<file path="config.mk">
export PLATFORM = sky130hd
export DESIGN_NAME = hazard_ctrl
export DESIGN_NICKNAME = d
export VERILOG_FILES = /design/src/rtl/hazard_ctrl.sv
export SDC_FILE = /design/constraint.sdc
export NUM_CORES = 1
export LEC_CHECK = 0
export ABC_AREA = 1
export BUFFER_PORTS_ARGS = -buffer_cell sky130_fd_sc_hd__buf_2
export CAP_MARGIN = 15
export CORE_UTILIZATION = 55
export DETAILED_ROUTE_END_ITERATION = 16
export PLACE_DENSITY = 0.93
export SLEW_MARGIN = 20
export SYNTH_ARGS = -nofsm -noshare
export SYNTH_HDL_FRONTEND = slang
export SYNTH_SLANG_ARGS = --single-unit
export TNS_END_PERCENT = 50
</file>
<file path="constraint.sdc">
create_clock -name clock -period 3.5 [get_ports clock]
set_clock_uncertainty 0.15 [all_clocks]
set_input_delay 0.525 -clock clock [delete_from_list [all_inputs] [get_ports clock]]
set_output_delay 0.525 -clock clock [all_outputs]
set_load 0.02 [all_outputs]
</file>
<file path="src/rtl/hazard_ctrl.sv">
// Pipeline hazard controller: load-use stall, multicycle-op stall sequencing,
// taken-branch flush, and a saturating count of stalled cycles.
module hazard_ctrl #(
  parameter int unsigned MD_CYCLES = 4
) (
  input  logic        clock,
  input  logic        reset_n,
  input  logic        idex_mem_read,
  input  logic [4:0]  idex_rt,
  input  logic [4:0]  id_rs,
  input  logic [4:0]  id_rt,
  input  logic        id_uses_rt,
  input  logic        id_md_start,
  input  logic        branch_taken,
  output logic        pc_write,
  output logic        ifid_write,
  output logic        ifid_flush,
  output logic        idex_bubble,
  output logic        md_busy,
  output logic [15:0] stall_count
);

  typedef enum logic [1:0] {
    RUN      = 2'd0,
    MD_BUSY  = 2'd1,
    MD_ISSUE = 2'd2
  } state_e;

  localparam logic [3:0] MD_LOAD = 4'(MD_CYCLES - 1);

  state_e      state_q, state_d;
  logic [3:0]  cnt_q, cnt_d;
  logic [15:0] stall_count_q, stall_count_d;

  logic lu_hazard_s;
  logic pc_write_s, ifid_write_s, ifid_flush_s, idex_bubble_s;

  assign lu_hazard_s = idex_mem_read & (idex_rt != 5'd0) &
                       ((idex_rt == id_rs) | (id_uses_rt & (idex_rt == id_rt)));

  // Next-state and pipeline control; a taken branch overrides every state.
  always_comb begin
    state_d       = state_q;
    cnt_d         = cnt_q;
    pc_write_s    = 1'b1;
    ifid_write_s  = 1'b1;
    ifid_flush_s  = 1'b0;
    idex_bubble_s = 1'b0;
    if (branch_taken) begin
      ifid_flush_s  = 1'b1;
      idex_bubble_s = 1'b1;
      state_d       = RUN;
      cnt_d         = 4'd0;
    end else begin
      case (state_q)
        RUN: begin
          if (lu_hazard_s) begin
            pc_write_s    = 1'b0;
            ifid_write_s  = 1'b0;
            idex_bubble_s = 1'b1;
          end else if (id_md_start) begin
            pc_write_s    = 1'b0;
            ifid_write_s  = 1'b0;
            idex_bubble_s = 1'b1;
            cnt_d         = MD_LOAD;
            state_d       = MD_BUSY;
          end else begin
            state_d = RUN;
          end
        end
        MD_BUSY: begin
          pc_write_s    = 1'b0;
          ifid_write_s  = 1'b0;
          idex_bubble_s = 1'b1;
          cnt_d         = cnt_q - 4'd1;
          // <= so a corrupted zero count still drains instead of wrapping
          if (cnt_q <= 4'd1) begin
            state_d = MD_ISSUE;
          end else begin
            state_d = MD_BUSY;
          end
        end
        MD_ISSUE: begin
          if (lu_hazard_s) begin
            pc_write_s    = 1'b0;
            ifid_write_s  = 1'b0;
            idex_bubble_s = 1'b1;
          end else begin
            idex_bubble_s = 1'b0;
          end
          state_d = RUN;
        end
        default: begin
          pc_write_s    = 1'b0;
          ifid_write_s  = 1'b0;
          idex_bubble_s = 1'b1;
          state_d       = RUN;
          cnt_d         = 4'd0;
        end
      endcase
    end
  end

  // Saturating stall counter; flush cycles keep pc_write high so never count.
  always_comb begin
    stall_count_d = stall_count_q;
    if (!pc_write_s && (stall_count_q != 16'hFFFF)) begin
      stall_count_d = stall_count_q + 16'd1;
    end else begin
      stall_count_d = stall_count_q;
    end
  end

  // State, counter and statistics registers.
  always_ff @(posedge clock or negedge reset_n) begin
    if (!reset_n) begin
      state_q       <= RUN;
      cnt_q         <= 4'd0;
      stall_count_q <= 16'd0;
    end else begin
      state_q       <= state_d;
      cnt_q         <= cnt_d;
      stall_count_q <= stall_count_d;
    end
  end

  // Outputs are gated by reset so the pipeline is held stalled while in reset.
  assign pc_write    = reset_n & pc_write_s;
  assign ifid_write  = reset_n & ifid_write_s;
  assign ifid_flush  = reset_n & ifid_flush_s;
  assign idex_bubble = ~reset_n | idex_bubble_s;
  assign md_busy     = reset_n & (state_q == MD_BUSY);
  assign stall_count = stall_count_q;

endmodule

</file>
==> results of run 1 <==
-- metrics by stage --
| stage | total power [mW] | cell area [um2] | util, % | hold slack (ns) | setup slack [ns] |
|---|---|---|---|---|---|
| after floorplan | 0.501 | 1640 | - | 0.0794 | 0.957 |
| after global placement | 0.568 | 1860 | 66.7 | 0.272 | 1.09 |
| after detailed placement | 0.576 | 1860 | 66.7 | 0.272 | 1.08 |
| after CTS | 0.689 | 1890 | 67.9 | 0.269 | 1.02 |
| after global routing | 0.737 | 1890 | 67.9 | 0.279 | 0.877 |
| final | 0.684 | 1890 | 67.9 | 0.277 | 1.03 |
-- timing repair --
| item | CTS | global route |
|---|---|---|
| hold buffers | 1 | 0 |
| buffers inserted | 0 | 0 |
| hold endpoints to repair | 10 | 0 |
-- Yosys cell counts (2+ instances only) --
cell | instances | area (um2)
inv_1 | 32 | 120
buf_4 | 2 | 15.0
clkbuf_1 | 2 | 7.51
o21ai_0 | 3 | 15.0
or2_2 | 2 | 12.5
xnor2_1 | 5 | 43.8
nand2_1 | 95 | 357
nor3_1 | 4 | 20.0
xor2_1 | 8 | 70.1
nor2_1 | 20 | 75.1
dfrtp_1 | 22 | 551
a21oi_1 | 3 | 15.0
nand3b_1 | 2 | 15.0
nand3_2 | 2 | 20.0
nand4_1 | 21 | 131
ha_1 | 3 | 37.5
nand3_1 | 9 | 45.0
-- final timing paths --
kind	startpoint	endpoint	slack (ns)	cells past startpoint
worst max-delay path	state_q[1]	pc_write	1.03	5
worst min-delay path	branch_taken	state_q[1]	0.28	2
worst max register to register	stall_count[0]	stall_count[10]	1.51	8
worst min register to register	cnt_q[1]	cnt_q[1]	0.37	2
max in group asynchronous	reset_n	stall_count[3]	2.27	3
min in group asynchronous	reset_n	stall_count[15]	0.47	2
-- logic make-up after synthesis --
logic type / synth area share [%]
flops: 33.7
xor+xnor: 6.96
buf+inv: 9.72
compound gates: 1.84
simple gates: 45.5
fa+ha+maj: 2.30
-- power by group through the flow --
stage,logic (mW),registers [mW],clock network (mW)
6_report,0.238,0.335,0.111
5_1_grt,0.267,0.341,0.129
4_1_cts,0.240,0.334,0.115
3_5_place_dp,0.237,0.339,0
3_3_place_gp,0.231,0.337,0
2_1_floorplan,0.137,0.363,0
-- area by class of cell --
| type | instances | share of cell area [%] |
|---|---|---|
| Timing Repair Buffer | 44 | 12.2 |
| Clock buffer | 3 | 1.19 |
| Inverter | 32 | 6.36 |
| Sequential cell | 22 | 29.2 |
| Tap cell | 31 | 2.05 |
| Multi-Input combinational cell | 183 | 49.0 |
-- state kept, by name, summed over array words and instances, names as in the netlist --
name	count
cnt_q	4
stall_count	16
state_q	2
-- routing by layer --
layer	vias up	share of wire, %	track usage, %
li1	851	-	-
met1	735	48	31.5
met2	33	47	40.3
met3	4	3.3	2.76
met4	0	1.2	6.27
met5	-	0	0
==> reports/metrics.yaml, run 1 <==
sta:
  tightestPinTransition_ns: 0.346
  rsz0062_at_grt: "no"
  setup_viol: 0
  clock.fmax_mhz: 404
  fin_crit_sh_pct: 70.6
  relSlewSlack_pct: 76.8
  maxSlewViolCount: 0
  hold_viol_final: 0
  fin_tns_setup_ns: 0
  finalCriticalPeriod_ns: 2.47
die:
  ios: 42
  die_x_um: 56.5
  coreArea_mm2: 0.00278
  die_area_mm2: 0.00320
  start_util_pct: 58.8
  rows: 19
  dieHeight_um: 56.5
final_layout:
  mostFrequentLayoutCells: "nand2_1 (95), buf_2 (41), inv_1 (32)"
  antenna_cells: 0
  layout_commonest_cell: "nand2_1"
  area_delta_synth_final_pct: 15.5
  nFillCells: 240
  final_nets: 310
  multi_input_area_um2: 926
  ff_latch_area_um2: 551
  fin_cells: 315
  drive_above_1_share_pct: 19.0
clock_tree:
  cts_tree: "yes"
  cts.path.max_buffers: 2
  clock_latency_ns: 0.30
  cts_buffers: 3
  clk_pin_slew_worst_paths_ns: 0.11
  cts_sinks: 22
  cts-resized-gates: 0
  cts_root_buffer: "clkbuf_4"
  htreeDepth: 1
critical_path:
  criticalPathCategory: "flop to output pin"
  critical_path.max_stage_delay_ns: 0.47
  crit_required_ns: 2.82
  cp.buffers_inverters: 2
  cp_common_cell: "a21oi_1"
  cp-end-kind: "output pin"
  cp_max_fo: 19
  cp_slowest_cell: "dfrtp_1"
  worstPathArrival_ns: 1.80
  cp_cell_sequence: "inv_1, a21oi_1, nand2_2, a21oi_1, buf_2"
  crit_path_start_kind: "flop"
  crit_family: "compound AO/OA/AOI/OAI gates"
drt:
  drtIter0Drc: 47
  ant_nets: 0
  via_per_inst: 5.15
  wl_per_cell_um: 10.8
  dr.pass1.iters: 4
  num_vias: 1623
  routed_wl_um: 3410
  drt_drc_violations_left: 0
worst_hold_path:
  hold_path.class: "input port to flop"
place:
  numPlacedInstances: 311
  port_buffers: 41
  dp_hpwl_um: 2670
  gp_congestion: 0.966
pwr:
  seqPwrFrac_pct: 49.0
  internal_power_mw: 0.419
  combPwrFrac_pct: 34.8
  powerDensity_mw_per_mm2: 362
  ir_drop_uv: 462
  power_leakage_nw: 1.10
  clkPwrFrac_pct: 16.2
  switching_share_pct: 38.8
  net-switching-power_mw: 0.265
synth:
  syn-instance-count: 243
  yosysWarnings: 0
  yosysSeqAreaShare_pct: 33.7
  syn_avg_cell_area_um2: 6.73
  ys_dominant_reg_cell: "dfrtp_1"
  syn-num-nets: 267
  netlist_area_mm2: 0.00164
  synthArstFlopShare_pct: 100
  synth_seq_cells: 22
  synth_cell_types: 25
  synth-edff-count: 0
global_route:
  grt_max_degree: 20
  track_usage_pct: 23.6
  first_global_vias: 1442
  overflow: 0
  grt_pass1_wl_um: 6010
  antenna_found_initial: 0
outcome:
  status: "complete, no violations"
run:
  drv_cap: 0
Note: power is estimated with default switching activity, not from simulation.
==> run 2: changes to the inputs <==
- CORE_UTILIZATION: 55 -> 48
- PLACE_DENSITY: 0.93 -> 0.87
- clock period: 3.5 -> 2 ns (I/O delays scaled with it)
==> run 2 against run 1 <==
  * Hold slack worse by 0.21 ns
  * Combinational power increased by 89%
  * Clock power increased by 76%
  * Critical path type unchanged
  * Critical endpoint is now ifid_write
==> reports/metrics.yaml, run 2 (synthesis results as in run 1) <==
drt:
  num_vias: 1704
  ant_nets: 0
  wl_per_cell_um: 11.6
  via_per_inst: 5.09
  routed_wl_um: 3870
  dr.pass1.iters: 4
  drtIter0Drc: 97
  drt_drc_violations_left: 0
clock_tree:
  clk_pin_slew_worst_paths_ns: 0.11
  clock_latency_ns: 0.30
  cts_root_buffer: "clkbuf_4"
  htreeDepth: 1
  cts_sinks: 22
  cts_buffers: 3
  cts_tree: "yes"
  cts.path.max_buffers: 2
final_layout:
  final_nets: 317
  nFillCells: 310
  antenna_cells: 0
  mostFrequentLayoutCells: "nand2_1 (95), buf_2 (41), inv_1 (32)"
  area_delta_synth_final_pct: 21.2
  drive_above_1_share_pct: 22.3
  layout_commonest_cell: "nand2_1"
  largest_reg_flops: 16
  final_area_mm2: 0.00198
worst_hold_path:
  hold_path.class: "input port to flop"
critical_path:
  cp-end-kind: "output pin"
  cp_cell_sequence: "inv_1, a21oi_2, nand2_2, a21oi_2, buf_2"
  crit_family: "flip-flops"
  cp_common_cell: "a21oi_2"
  cp_max_fo: 5
  cp_slowest_cell: "dfrtp_1"
  crit_path_start_kind: "flop"
  worstPathArrival_ns: 1.48
  critical_path.max_stage_delay_ns: 0.41
  criticalPathCategory: "flop to output pin"
  crit_required_ns: 1.55
  cp.buffers_inverters: 2
sta:
  maxSlewViolCount: 0
  setup_viol: 0
  layout_setup_ws_ns: 0.0733
  finalCriticalPeriod_ns: 1.93
  tightestPinTransition_ns: 0.540
  rsz0062_at_grt: "yes"
  clock.fmax_mhz: 519
  relSlewSlack_pct: 63.7
  fin_crit_sh_pct: 96.3
  fin_tns_setup_ns: 0
  whs_ns: 0.0658
  hold_viol_final: 0
global_route:
  first_global_vias: 1545
  grt_max_degree: 19
  track_usage_pct: 22.7
  overflow: 0
  grt_pass1_wl_um: 6330
  antenna_found_initial: 0
die:
  dieHeight_um: 60.4
  rows: 20
  ios: 42
  coreArea_mm2: 0.00315
  die_x_um: 60.4
  die_area_mm2: 0.00364
  start_util_pct: 51.9
run:
  drv_cap: 0
pwr:
  ir_drop_uv: 675
  power_leakage_nw: 1.14
  powerDensity_mw_per_mm2: 622
  power_mw: 1.23
outcome:
  status: "complete, no violations"
place:
  placed_cell_area_mm2: 0.00191
  pre_cts_ws_ns: 0.0550
  port_buffers: 41
  dp_hpwl_um: 2910
  gp_congestion: 0.912
run 2: cell count changes in the layout (fill, tap and decap cells not counted):
cell / change
a21oi_1: -2
a21oi_2: +2
buf_4: +5
dfrtp_1: -1
dfrtp_2: +1
ha_1: -1
ha_2: +1
nand3_4: +1
nand3b_2: +1
run 2: final cells by class:
type | count | area [um2] | area share, %
inverters | 32 | 120 | 6.06
well taps | 44 | 55.1 | 2.78
clock buffers | 3 | 22.5 | 1.14
flip-flops and latches | 22 | 552 | 27.8
repair buffers | 49 | 268 | 13.5
multi-input cells | 185 | 965 | 48.7
run 2: report_power, final:
group | switching [mW] | total, mW | leakage [nW] | internal, mW
sequential | 0.0819 | 0.586 | 0.296 | 0.504
clock | 0.125 | 0.195 | 0.0138 | 0.0704
combinational | 0.274 | 0.451 | 0.834 | 0.178
total | 0.480 | 1.23 | 1.14 | 0.752
run 2: worst register-to-register path, stage by stage, from the launching register on:
cell and delay [ns]:
dfrtp_1 0.42, ha_2 0.22, nand3_2 0.12, nor2_4 0.16, nand3_2 0.12, nand3b_2 0.34
nand4_1 0.17, nand2_1 0.06
run 2: per-layer routing:
metal / part of all wire, % / GRT usage (%)
met4: 1.5 / 4.98
met3: 6.2 / 4.90
met2: 46 / 37.5
met1: 46 / 30.6
met5: 0 / 0
run 2: final timing paths:
kind / start / to / slack, ns / cells past startpoint
min reg2reg: state_q[1] / state_q[1] / 0.36 / 1
max: state_q[1] / ifid_write / 0.07 / 5
min: branch_taken / state_q[1] / 0.07 / 2
max reg2reg: stall_count[1] / stall_count[5] / 0.14 / 7
min in group asynchronous: reset_n / cnt_q[3] / 0.39 / 3
max in group asynchronous: reset_n / stall_count[0] / 1.16 / 3
run 2: what timing repair did:
| item | in CTS | in global routing |
|---|---|---|
| buffers inserted | 0 | 1 |
| resized for setup | 1 | 3 |
| gates cloned | 0 | 2 |
| pin swaps | 0 | 1 |
| hold buffers | 1 | 0 |
| endpoints found under the setup margin | 2 | 17 |
| hold endpoints to repair | 22 | 0 |
run 2: metrics by stage:
stage               std cells  util (%)
floorplan                 243         -
global placement          328      60.4
detailed placement        328      60.4
CTS                       332      61.6
global route              335      62.9
finish                    335      62.9
